<file path="config.mk">
export PLATFORM = sky130hd
export DESIGN_NAME = led_pulse_bank
export DESIGN_NICKNAME = d
export VERILOG_FILES = /design/src/rtl/led_pulse_pkg.sv /design/src/rtl/led_pulse_channel.sv /design/src/rtl/led_pulse_bank.sv
export SDC_FILE = /design/constraint.sdc
export NUM_CORES = 1
export LEC_CHECK = 0
export CAP_MARGIN = 20
export CORE_ASPECT_RATIO = 1.5
export CORE_MARGIN = 3
export CORE_UTILIZATION = 50
export DETAILED_ROUTE_END_ITERATION = 10
export PLACE_DENSITY = 0.67
export SLEW_MARGIN = 15
export SYNTH_ARGS = -nofsm -noshare
export SYNTH_HDL_FRONTEND = slang
export SYNTH_SLANG_ARGS = --single-unit
</file>
<file path="constraint.sdc">
create_clock -name clk -period 4.5 [get_ports clk]
set_input_delay 0.45 -clock clk [delete_from_list [all_inputs] [get_ports clk]]
set_output_delay 0.45 -clock clk [all_outputs]
set_load 0.1 [all_outputs]
</file>
<file path="src/rtl/led_pulse_pkg.sv">
// Shared constants and helpers for the multi-channel LED pulse bank.
// Build option: LED_PULSE_STAGGER_EN spreads the breathe start brightness across channels.
package led_pulse_pkg;

    localparam logic [1:0] MODE_OFF     = 2'b00;
    localparam logic [1:0] MODE_ON      = 2'b01;
    localparam logic [1:0] MODE_BLINK   = 2'b10;
    localparam logic [1:0] MODE_BREATHE = 2'b11;

    localparam logic DIR_DOWN = 1'b0;
    localparam logic DIR_UP   = 1'b1;

`ifdef LED_PULSE_STAGGER_EN
    localparam int STAGGER_EN = 1;
`else
    localparam int STAGGER_EN = 0;
`endif

    // Counter width for a modulo-n prescaler, never narrower than one bit.
    function automatic int cnt_w(input int n);
        if (n > 1) begin
            return $clog2(n);
        end else begin
            return 1;
        end
    endfunction

    // Breathe start brightness for channel idx; phase-offset only when staggering.
    function automatic int b_init(input int idx, input int num_ch, input int pwm_w);
        int stagger;
        stagger = (idx * ((1 << pwm_w) - 1)) / num_ch;
        if (STAGGER_EN != 0) begin
            return stagger;
        end else begin
            return 0;
        end
    endfunction

endpackage

</file>
<file path="src/rtl/led_pulse_channel.sv">
// One LED channel: registered mode, triangular brightness ramp and registered LED drive.
// Shared PWM count, step event and blink phase come from led_pulse_bank.
module led_pulse_channel
    import led_pulse_pkg::*;
#(
    parameter int PWM_W  = 8,
    parameter int B_INIT = 0
) (
    input  logic             clk,
    input  logic             rst_n,
    input  logic [1:0]       i_mode,
    input  logic [PWM_W-1:0] i_pwm_cnt,
    input  logic             i_step_ev,
    input  logic             i_blink_ph,
    output logic             o_led
);

    localparam logic [PWM_W-1:0] B_INIT_V = B_INIT[PWM_W-1:0];
    localparam logic [PWM_W-1:0] B_MAX    = {PWM_W{1'b1}};
    localparam logic [PWM_W-1:0] B_ZERO   = {PWM_W{1'b0}};
    localparam logic [PWM_W-1:0] B_ONE    = {{(PWM_W-1){1'b0}}, 1'b1};

    logic [1:0]       r_mode_q;
    logic [PWM_W-1:0] r_b;
    logic             r_dir;
    logic             r_led;

    logic             w_entry;
    logic [PWM_W-1:0] w_b_nxt;
    logic             w_dir_nxt;
    logic             w_led_nxt;

    // Entry into BREATHE is seen on the edge that loads mode_q with 11.
    assign w_entry = (i_mode == MODE_BREATHE) && (r_mode_q != MODE_BREATHE);

    // Ramp next state: entry reloads, a step event walks the triangle, otherwise hold.
    always_comb begin
        w_b_nxt   = r_b;
        w_dir_nxt = r_dir;
        if (w_entry) begin
            w_b_nxt   = B_INIT_V;
            w_dir_nxt = DIR_UP;
        end else if ((r_mode_q == MODE_BREATHE) && i_step_ev) begin
            if (r_dir == DIR_UP) begin
                if (r_b == B_MAX) begin
                    w_dir_nxt = DIR_DOWN;
                    w_b_nxt   = B_MAX - B_ONE;
                end else begin
                    w_b_nxt   = r_b + B_ONE;
                end
            end else begin
                if (r_b == B_ZERO) begin
                    w_dir_nxt = DIR_UP;
                    w_b_nxt   = B_ONE;
                end else begin
                    w_b_nxt   = r_b - B_ONE;
                end
            end
        end else begin
            w_b_nxt   = r_b;
            w_dir_nxt = r_dir;
        end
    end

    // LED next value selected by the already-registered mode.
    always_comb begin
        w_led_nxt = 1'b0;
        case (r_mode_q)
            MODE_OFF:     w_led_nxt = 1'b0;
            MODE_ON:      w_led_nxt = 1'b1;
            MODE_BLINK:   w_led_nxt = i_blink_ph;
            MODE_BREATHE: w_led_nxt = (i_pwm_cnt < r_b);
            default:      w_led_nxt = 1'b0;
        endcase
    end

    // Channel state registers.
    always_ff @(posedge clk or negedge rst_n) begin
        if (!rst_n) begin
            r_mode_q <= MODE_OFF;
            r_b      <= B_INIT_V;
            r_dir    <= DIR_UP;
            r_led    <= 1'b0;
        end else begin
            r_mode_q <= i_mode;
            r_b      <= w_b_nxt;
            r_dir    <= w_dir_nxt;
            r_led    <= w_led_nxt;
        end
    end

    assign o_led = r_led;

endmodule

</file>
<file path="src/rtl/led_pulse_bank.sv">
// Multi-channel LED driver (OFF/ON/BLINK/BREATHE) with shared prescalers and PWM counter.
// Build option: LED_PULSE_STAGGER_EN phase-offsets the breathe start of each channel.
module led_pulse_bank
    import led_pulse_pkg::*;
#(
    parameter int NUM_CH    = 5,
    parameter int PWM_W     = 8,
    parameter int STEP_DIV  = 23438,
    parameter int BLINK_DIV = 6000000
) (
    input  logic                  clk,
    input  logic                  rst_btn,
    input  logic [2*NUM_CH-1:0]   mode,
    output logic [NUM_CH-1:0]     led,
    output logic                  step_tick
);

    localparam int SW = cnt_w(STEP_DIV);
    localparam int BW = cnt_w(BLINK_DIV);
    localparam logic [SW-1:0] STEP_LAST  = SW'(STEP_DIV - 1);
    localparam logic [BW-1:0] BLINK_LAST = BW'(BLINK_DIV - 1);
    localparam logic [SW-1:0] STEP_ONE   = {{(SW-1){1'b0}}, 1'b1};
    localparam logic [BW-1:0] BLINK_ONE  = {{(BW-1){1'b0}}, 1'b1};
    localparam logic [PWM_W-1:0] PWM_ONE = {{(PWM_W-1){1'b0}}, 1'b1};

    logic [SW-1:0]    r_step_cnt;
    logic [BW-1:0]    r_blink_cnt;
    logic [PWM_W-1:0] r_pwm_cnt;
    logic             r_blink_ph;
    logic             r_step_tick;

    logic             w_step_ev;
    logic             w_blink_wrap;
    logic [NUM_CH-1:0] w_led;

    assign w_step_ev    = (r_step_cnt == STEP_LAST);
    assign w_blink_wrap = (r_blink_cnt == BLINK_LAST);

    // Shared step/blink prescalers and free-running PWM counter.
    always_ff @(posedge clk or negedge rst_btn) begin
        if (!rst_btn) begin
            r_step_cnt  <= {SW{1'b0}};
            r_blink_cnt <= {BW{1'b0}};
            r_pwm_cnt   <= {PWM_W{1'b0}};
            r_blink_ph  <= 1'b0;
            r_step_tick <= 1'b0;
        end else begin
            r_step_cnt  <= w_step_ev ? {SW{1'b0}} : (r_step_cnt + STEP_ONE);
            r_blink_cnt <= w_blink_wrap ? {BW{1'b0}} : (r_blink_cnt + BLINK_ONE);
            r_blink_ph  <= w_blink_wrap ? ~r_blink_ph : r_blink_ph;
            r_pwm_cnt   <= r_pwm_cnt + PWM_ONE;
            r_step_tick <= w_step_ev;
        end
    end

    for (genvar g = 0; g < NUM_CH; g++) begin : g_ch
        led_pulse_channel #(
            .PWM_W  (PWM_W),
            .B_INIT (b_init(g, NUM_CH, PWM_W))
        ) u_ch (
            .clk        (clk),
            .rst_n      (rst_btn),
            .i_mode     (mode[2*g+1:2*g]),
            .i_pwm_cnt  (r_pwm_cnt),
            .i_step_ev  (w_step_ev),
            .i_blink_ph (r_blink_ph),
            .o_led      (w_led[g])
        );
    end

    assign led       = w_led;
    assign step_tick = r_step_tick;

endmodule

</file>
==> results.ini, run 1 <==
[run_status]
outcome=finished clean

[route]
wl_um=17300
first_iter_violations=373
wire_per_inst_um=17.4
drt-pass1-iter-count=5
ant_nets=0
drc=0
vias=6107
via_per_inst=6.13

[timing]
finalHoldViolations=0
finalCritPeriodShare=0.595
report.final.slew_viol_count=0
rsz0062_at_grt=no
clock.fmax_ghz=0.373
tns_ps=0
skew_ps=9.50
worst_pin_slew_ps=975
setup_viol=0
slew_headroom=0.344
period_minus_slack_ps=2680

[placement]
portBuffers=17
dpl.hpwl_um=12800
dp.cells=980
routabilityCongestion=0.913

[cells_and_area]
drive_above_1_share=0.0520
multi_input_area_mm2=0.00408
syn_to_final_growth_pct=8.45
final_core_util=0.565
fin_cells=996
regArea_mm2=0.00271
final_common_cell=dfrtp_1
fill_cells=1238
num-nets-final=868
mostFrequentLayoutCells=103 x dfrtp_1, 69 x nand2_1, 60 x nor2_1
n_antenna_cell=0

[critical_path]
cp_cell_sequence=or4b_4 > or4_4 > clkinv_2 > nand3_2 > and2_1 > a211o_1
r2r-start=r_step_cnt[10]$_DFF_PN0_
crit_type=reg2reg
critPathSlowestCell=or4b_4
crit_arrival_ps=2910
max_stage_delay_ps=550
rrSetupSlack_ps=1820
required_ps=4730
end_kind=flop
rr_worst_depth=6
crit_fanout=19
startpoint_type=flop
r2r-end=g_ch[0].u_ch.r_b[5]$_DFFE_PN0P_

[logic_synthesis]
yosysWarnings=0
synth_area_mm2=0.00716
synthCells=806
synth-async-reset-ratio=1.00
synth_seq_cells=108
syn_avg_cell_area_um2=8.88
synth_ff_type=dfrtp_1
ys_seq_area_frac=0.379
synth-edff-count=0
synth_fp_nets=872
synth_cell_types=68

[power_and_ir_drop]
p_leak_nw=3.30
ir_drop_v=0.000167
power_mw=2.04
power_density_mw_per_mm2=263

[floorplanning]
start_util=0.521
core_area_mm2=0.0137
die_y_um=153
die_w_um=104
ioPinCount=18
fp.dieArea_mm2=0.0158
num_rows=52

[clock_network]
root_buffer=clkbuf_16
htree_levels=3
cts_buffer_depth=2
cts_buffers=9
clk_pin_slew_worst_paths_ps=70
cts_sinks=108
tritoncts=yes
cts_resized=0
clock_latency_ps=350
cts_setup_buffers=0
hold_buffers=0

[global_routing]
grt_max_degree=77
first_global_vias=6130
grt_pass1_wl_um=29500
grt_overflow=0
antenna_found_initial=0
grt.total_usage=0.223

[min_path]
hold_class=in2async

[flow_run]
drv_cap=0

-- cell type report --
type	instances	area share
well taps	189	0.0305
inverters	56	0.0272
clock buffers	12	0.0331
clock inverters	4	0.0123
flip-flops and latches	108	0.349
multi-input cells	609	0.525
repair buffers	18	0.0226
-- flip-flops by register name, summed over array words and instances, names as in the netlist --
name                cells
r_pwm_cnt               8
g_ch.u_ch.o_led         5
step_tick               1
r_blink_cnt            23
g_ch.u_ch.r_b          40
r_step_cnt             15
r_blink_ph              1
g_ch.u_ch.r_dir         5
g_ch.u_ch.r_mode_q     10
-- synth_stat cells (all sizes together) (3+ instances only) --
cell    number  share of area
a41o         3         0.0042
buf          8         0.0091
inv         55          0.029
a31oi       13          0.011
o22ai        8         0.0070
and4        10          0.012
and3        17          0.015
nor2        61          0.032
a21o        28          0.030
or4          8         0.0089
dfrtp      103           0.36
o211ai       5         0.0052
o21ai       31          0.022
a32o         3         0.0042
or2          3         0.0026
nand4       32          0.028
a21oi       42          0.029
nor2b        3         0.0026
a311oi       3         0.0037
xor2        20          0.024
a22o         4         0.0049
xnor2       26          0.032
mux2i       10          0.014
o31ai        3         0.0031
nor4        10         0.0087
a211oi       9         0.0094
or3          7         0.0068
o31a         5         0.0061
clkbuf      25          0.013
nand2b      12          0.010
o21a         3         0.0031
nand2       69          0.036
dfstp        5          0.018
nor3b        9          0.011
and2         6         0.0052
nand3       49          0.035
a221oi       5         0.0061
ha          54          0.094
nor3        16          0.011
-- where the power goes --
part | switching [mW] | total, mW | internal [mW] | leakage (nW)
Sequential | 0.0149 | 0.995 | 0.980 | 1.42
Clock | 0.361 | 0.935 | 0.575 | 0.173
Combinational | 0.0729 | 0.107 | 0.0341 | 1.71
-- layer usage --
| layer | up-vias | routed length [um] | global-route usage |
|---|---|---|---|
| met1 | 2984 | 6780 | 0.251 |
| met4 | 0 | 392 | 0.0843 |
| met3 | 32 | 623 | 0.0233 |
| li1 | 2918 | - | - |
| met2 | 173 | 9510 | 0.428 |
| met5 | - | 0 | 0 |
-- critical path, delay by kind of cell (launching register included) --
family	cells	cell delay, ps
flip-flops	1	410
buffers and inverters	1	290
AND/OR/NAND/NOR	4	1530
AO/OA/AOI/OAI	1	330
-- kinds of logic (layout without fill, tap and decap cells) --
kind of cell,Yosys count,in the layout,synth area share
AOI/OAI and AO/OA,179,179,0.167
adders and majority gates,54,54,0.0944
xor gates and xnor gates,46,46,0.0563
muxes,11,11,0.0156
and+or+nand+nor,319,319,0.236
buffers and inverters,89,90,0.0518
DFF,108,108,0.379
-- metrics by stage --
step	setup slack (ps)	hold WS (ps)	area, um^2
CTS	1810	279	7760
floorplan	2240	154	7160
global route	1690	311	7760
global placement	1860	463	7410
finish	1820	226	7760
detailed placement	1820	469	7410
-- how the worst max path moves through the flow --
| stage | startpoint | endpoint | slack, ps | cells after the start |
|---|---|---|---|---|
| final | r_step_cnt[10]$_DFF_PN0_ | g_ch[0].u_ch.r_b[5]$_DFFE_PN0P_ | 1820 | 6 |
| after global routing | r_step_cnt[6]$_DFF_PN0_ | g_ch[0].u_ch.r_b[5]$_DFFE_PN0P_ | 1690 | 6 |
| after CTS | r_step_cnt[10]$_DFF_PN0_ | g_ch[0].u_ch.r_b[5]$_DFFE_PN0P_ | 1810 | 6 |
| after detailed placement | r_step_cnt[10]$_DFF_PN0_ | g_ch[0].u_ch.r_b[5]$_DFFE_PN0P_ | 1820 | 6 |
| after global placement | r_step_cnt[10]$_DFF_PN0_ | g_ch[0].u_ch.r_b[5]$_DFFE_PN0P_ | 1860 | 6 |
| after floorplan | r_step_cnt[10]$_DFF_PN0_ | g_ch[0].u_ch.r_b[5]$_DFFE_PN0P_ | 2240 | 7 |
No activity file was read; power rests on OpenSTA's default activity.
==> inputs of run 2 (changes only) <==
==> constraint.sdc (replaced) <==
create_clock -name clk -period 2.7 [get_ports clk]
set_input_delay 0.27 -clock clk [delete_from_list [all_inputs] [get_ports clk]]
set_output_delay 0.27 -clock clk [all_outputs]
set_load 0.1 [all_outputs]
==> run 2 against run 1 <==
Compared with the run above: sequential share of layout area fell by 0.15 points; flip-flop and latch count is the same; design area up 0.44%; clock power rose by 57%; worst hold slack better by 150 ps; core utilization up 0.25 points; cell count is 0.80% higher; via count is essentially flat; combinational power increased by 70%; register-to-register slack worse by 1700 ps; global-route usage up 0.47 points; clock skew down 2.8 ps.
==> results.ini, run 2 (same netlist as run 1, synthesis figures left out) <==
[run_status]
outcome=finished clean

[clock_network]
clk_pin_slew_worst_paths_ps=80  ; about the same
cts_resized=0  ; unchanged
cts_buffer_depth=2  ; unchanged
root_buffer=clkbuf_16
htree_levels=3  ; unchanged
clock_latency_ps=360  ; about the same
tritoncts=yes
cts_sinks=108  ; unchanged
cts_buffers=9  ; unchanged

[cells_and_area]
num-nets-final=876  ; +0.92%
final_common_cell=dfrtp_1
fill_cells=1248  ; +0.81%
syn_to_final_growth_pct=8.92
n_antenna_cell=0  ; unchanged
final_core_util=0.568  ; +0.00246
largest_reg_flops=40  ; unchanged
top_register=g_ch.u_ch.r_b
mostFrequentLayoutCells=103 x dfrtp_1, 69 x nand2_1, 60 x nor2_1
fin_cells=1004  ; +0.80%
drive_above_1_share=0.0675  ; +0.0154
top_regs=g_ch.u_ch.r_b (40), r_blink_cnt (23), r_step_cnt (15)

[timing]
slew_headroom=0.598  ; +0.254
tns_ps=0  ; unchanged
skew_ps=6.72  ; -2.78 ps
worst_pin_slew_ps=597  ; -378 ps
report.final.slew_viol_count=0  ; unchanged
setup_viol=0  ; unchanged
setup_slack_ps=137  ; -1680 ps
clock.fmax_ghz=0.390  ; +4.6%
rsz0062_at_grt=no
finalHoldViolations=0  ; unchanged
period_minus_slack_ps=2560  ; -117 ps
finalCritPeriodShare=0.949  ; +0.354

[route]
vias=6105  ; -0.033%
first_iter_violations=304  ; -18%
drt-pass1-iter-count=5  ; unchanged
wire_per_inst_um=17.3  ; -0.29%
drc=0  ; unchanged
ant_nets=0  ; unchanged
via_per_inst=6.08  ; -0.83%
wl_um=17400  ; +0.51%

[critical_path]
startpoint_type=flop
r2r-end=g_ch[0].u_ch.r_b[5]$_DFFE_PN0P_
rrSetupSlack_ps=140  ; -1680 ps
crit_type=reg2reg
end_kind=flop
required_ps=2940  ; -1790 ps
path_buf_inv=1  ; unchanged
cp_num_cells=6  ; unchanged
cp_cell_sequence=or4b_4 > or4_4 > clkinv_2 > nand3_2 > and2_1 > a211o_1
rr_worst_depth=6  ; unchanged
cp-endpoint=g_ch[0].u_ch.r_b[5]$_DFFE_PN0P_
worstSetupStartpoint=r_step_cnt[10]$_DFF_PN0_
crit_family=simple AND/OR/NAND/NOR gates
r2r-start=r_step_cnt[10]$_DFF_PN0_
crit_arrival_ps=2810  ; -100 ps
crit_fanout=11  ; -8
critPathSlowestCell=or4b_4
max_stage_delay_ps=560  ; about the same

[power_and_ir_drop]
p_comb_frac=0.055  ; +0.002
ir_drop_v=0.000345  ; +110%
p_switching_mw=0.788  ; +76%
p_leak_nw=3.35  ; +1.3%
power_mw=3.31  ; +62%
power_density_mw_per_mm2=424  ; +62%
internal_power_mw=2.52  ; +59%
clock_power_share=0.444  ; -0.015
p_sw_frac=0.238  ; +0.0180
seqPwrFrac=0.501  ; +0.013

[global_routing]
grt_max_degree=72  ; -6.5%
antenna_found_initial=0  ; unchanged
grt_overflow=0  ; unchanged
first_global_vias=6390  ; +4.2%
grt_pass1_wl_um=30100  ; +2.0%
grt.total_usage=0.228  ; +0.00474

[floorplanning]
die_w_um=104  ; unchanged
start_util=0.521  ; unchanged
ioPinCount=18  ; unchanged
num_rows=52  ; unchanged
core_area_mm2=0.0137  ; unchanged
die_y_um=153  ; unchanged
fp.dieArea_mm2=0.0158  ; unchanged

[placement]
pre_cts_slack_ps=134  ; -1690 ps
dp.cells=987  ; +0.71%
routabilityCongestion=0.891  ; -2.5%
portBuffers=17  ; unchanged
dpl.hpwl_um=12700  ; -0.32%

[min_path]
hold_class=in2reg
worstHoldStart=mode[2]
hold_depth=1

[flow_run]
drv_cap=0  ; unchanged

[run 2: worst min path at each step]
| stage | end |
|---|---|
| 3_5_place_dp | g_ch[0].u_ch.r_mode_q[1]$_DFF_PN0_ |
| 5_1_grt | g_ch[1].u_ch.r_mode_q[0]$_DFF_PN0_ |
| 6_report | g_ch[1].u_ch.r_mode_q[0]$_DFF_PN0_ |
| 4_1_cts | g_ch[1].u_ch.r_mode_q[0]$_DFF_PN0_ |
| 2_1_floorplan | g_ch[0].u_ch.o_led$_DFF_PN0_ |
| 3_3_place_gp | g_ch[0].u_ch.r_mode_q[0]$_DFF_PN0_ |
[run 2: power groups by stage]
stage,Combinational (mW),Clock (mW),Sequential [mW]
after CTS,0.186,1.51,1.66
after global placement,0.178,0,1.69
after floorplan,0.120,0,1.67
after detailed placement,0.184,0,1.69
final,0.182,1.47,1.66
after global routing,0.201,1.58,1.66
[run 2: per-layer routing]
layer / part of all wire / vias to the layer above / global-route usage
met5: 0 / - / 0
met4: 0.027 / 0 / 0.104
met3: 0.032 / 38 / 0.0356
met2: 0.53 / 131 / 0.409
met1: 0.41 / 2999 / 0.266
li1: - / 2937 / -
[run 2: cell type report]
cell class / count / area (um^2) / share of cell area
Timing Repair Buffer: 26 / 235 / 0.0302
Multi-Input combinational cell: 609 / 4080 / 0.523
Clock buffer: 10 / 229 / 0.0294
Sequential cell: 108 / 2710 / 0.348
Tap cell: 189 / 236 / 0.0303
Inverter: 56 / 211 / 0.0271
Clock inverter: 6 / 96.3 / 0.0124
[run 2: per-stage QoR]
| step | cell area [um^2] | hold WS (ps) |
|---|---|---|
| after floorplan | 7160 | -25.6 |
| after global placement | 7460 | 259 |
| after detailed placement | 7460 | 275 |
| after CTS | 7790 | 364 |
| after global routing | 7790 | 359 |
| final | 7790 | 374 |
[run 2: what timing repair did]
| item | in CTS | in global routing |
|---|---|---|
| endpoints found under the hold margin | 35 | 0 |
| setup buffers | 0 | 0 |
| hold buffers | 1 | 0 |
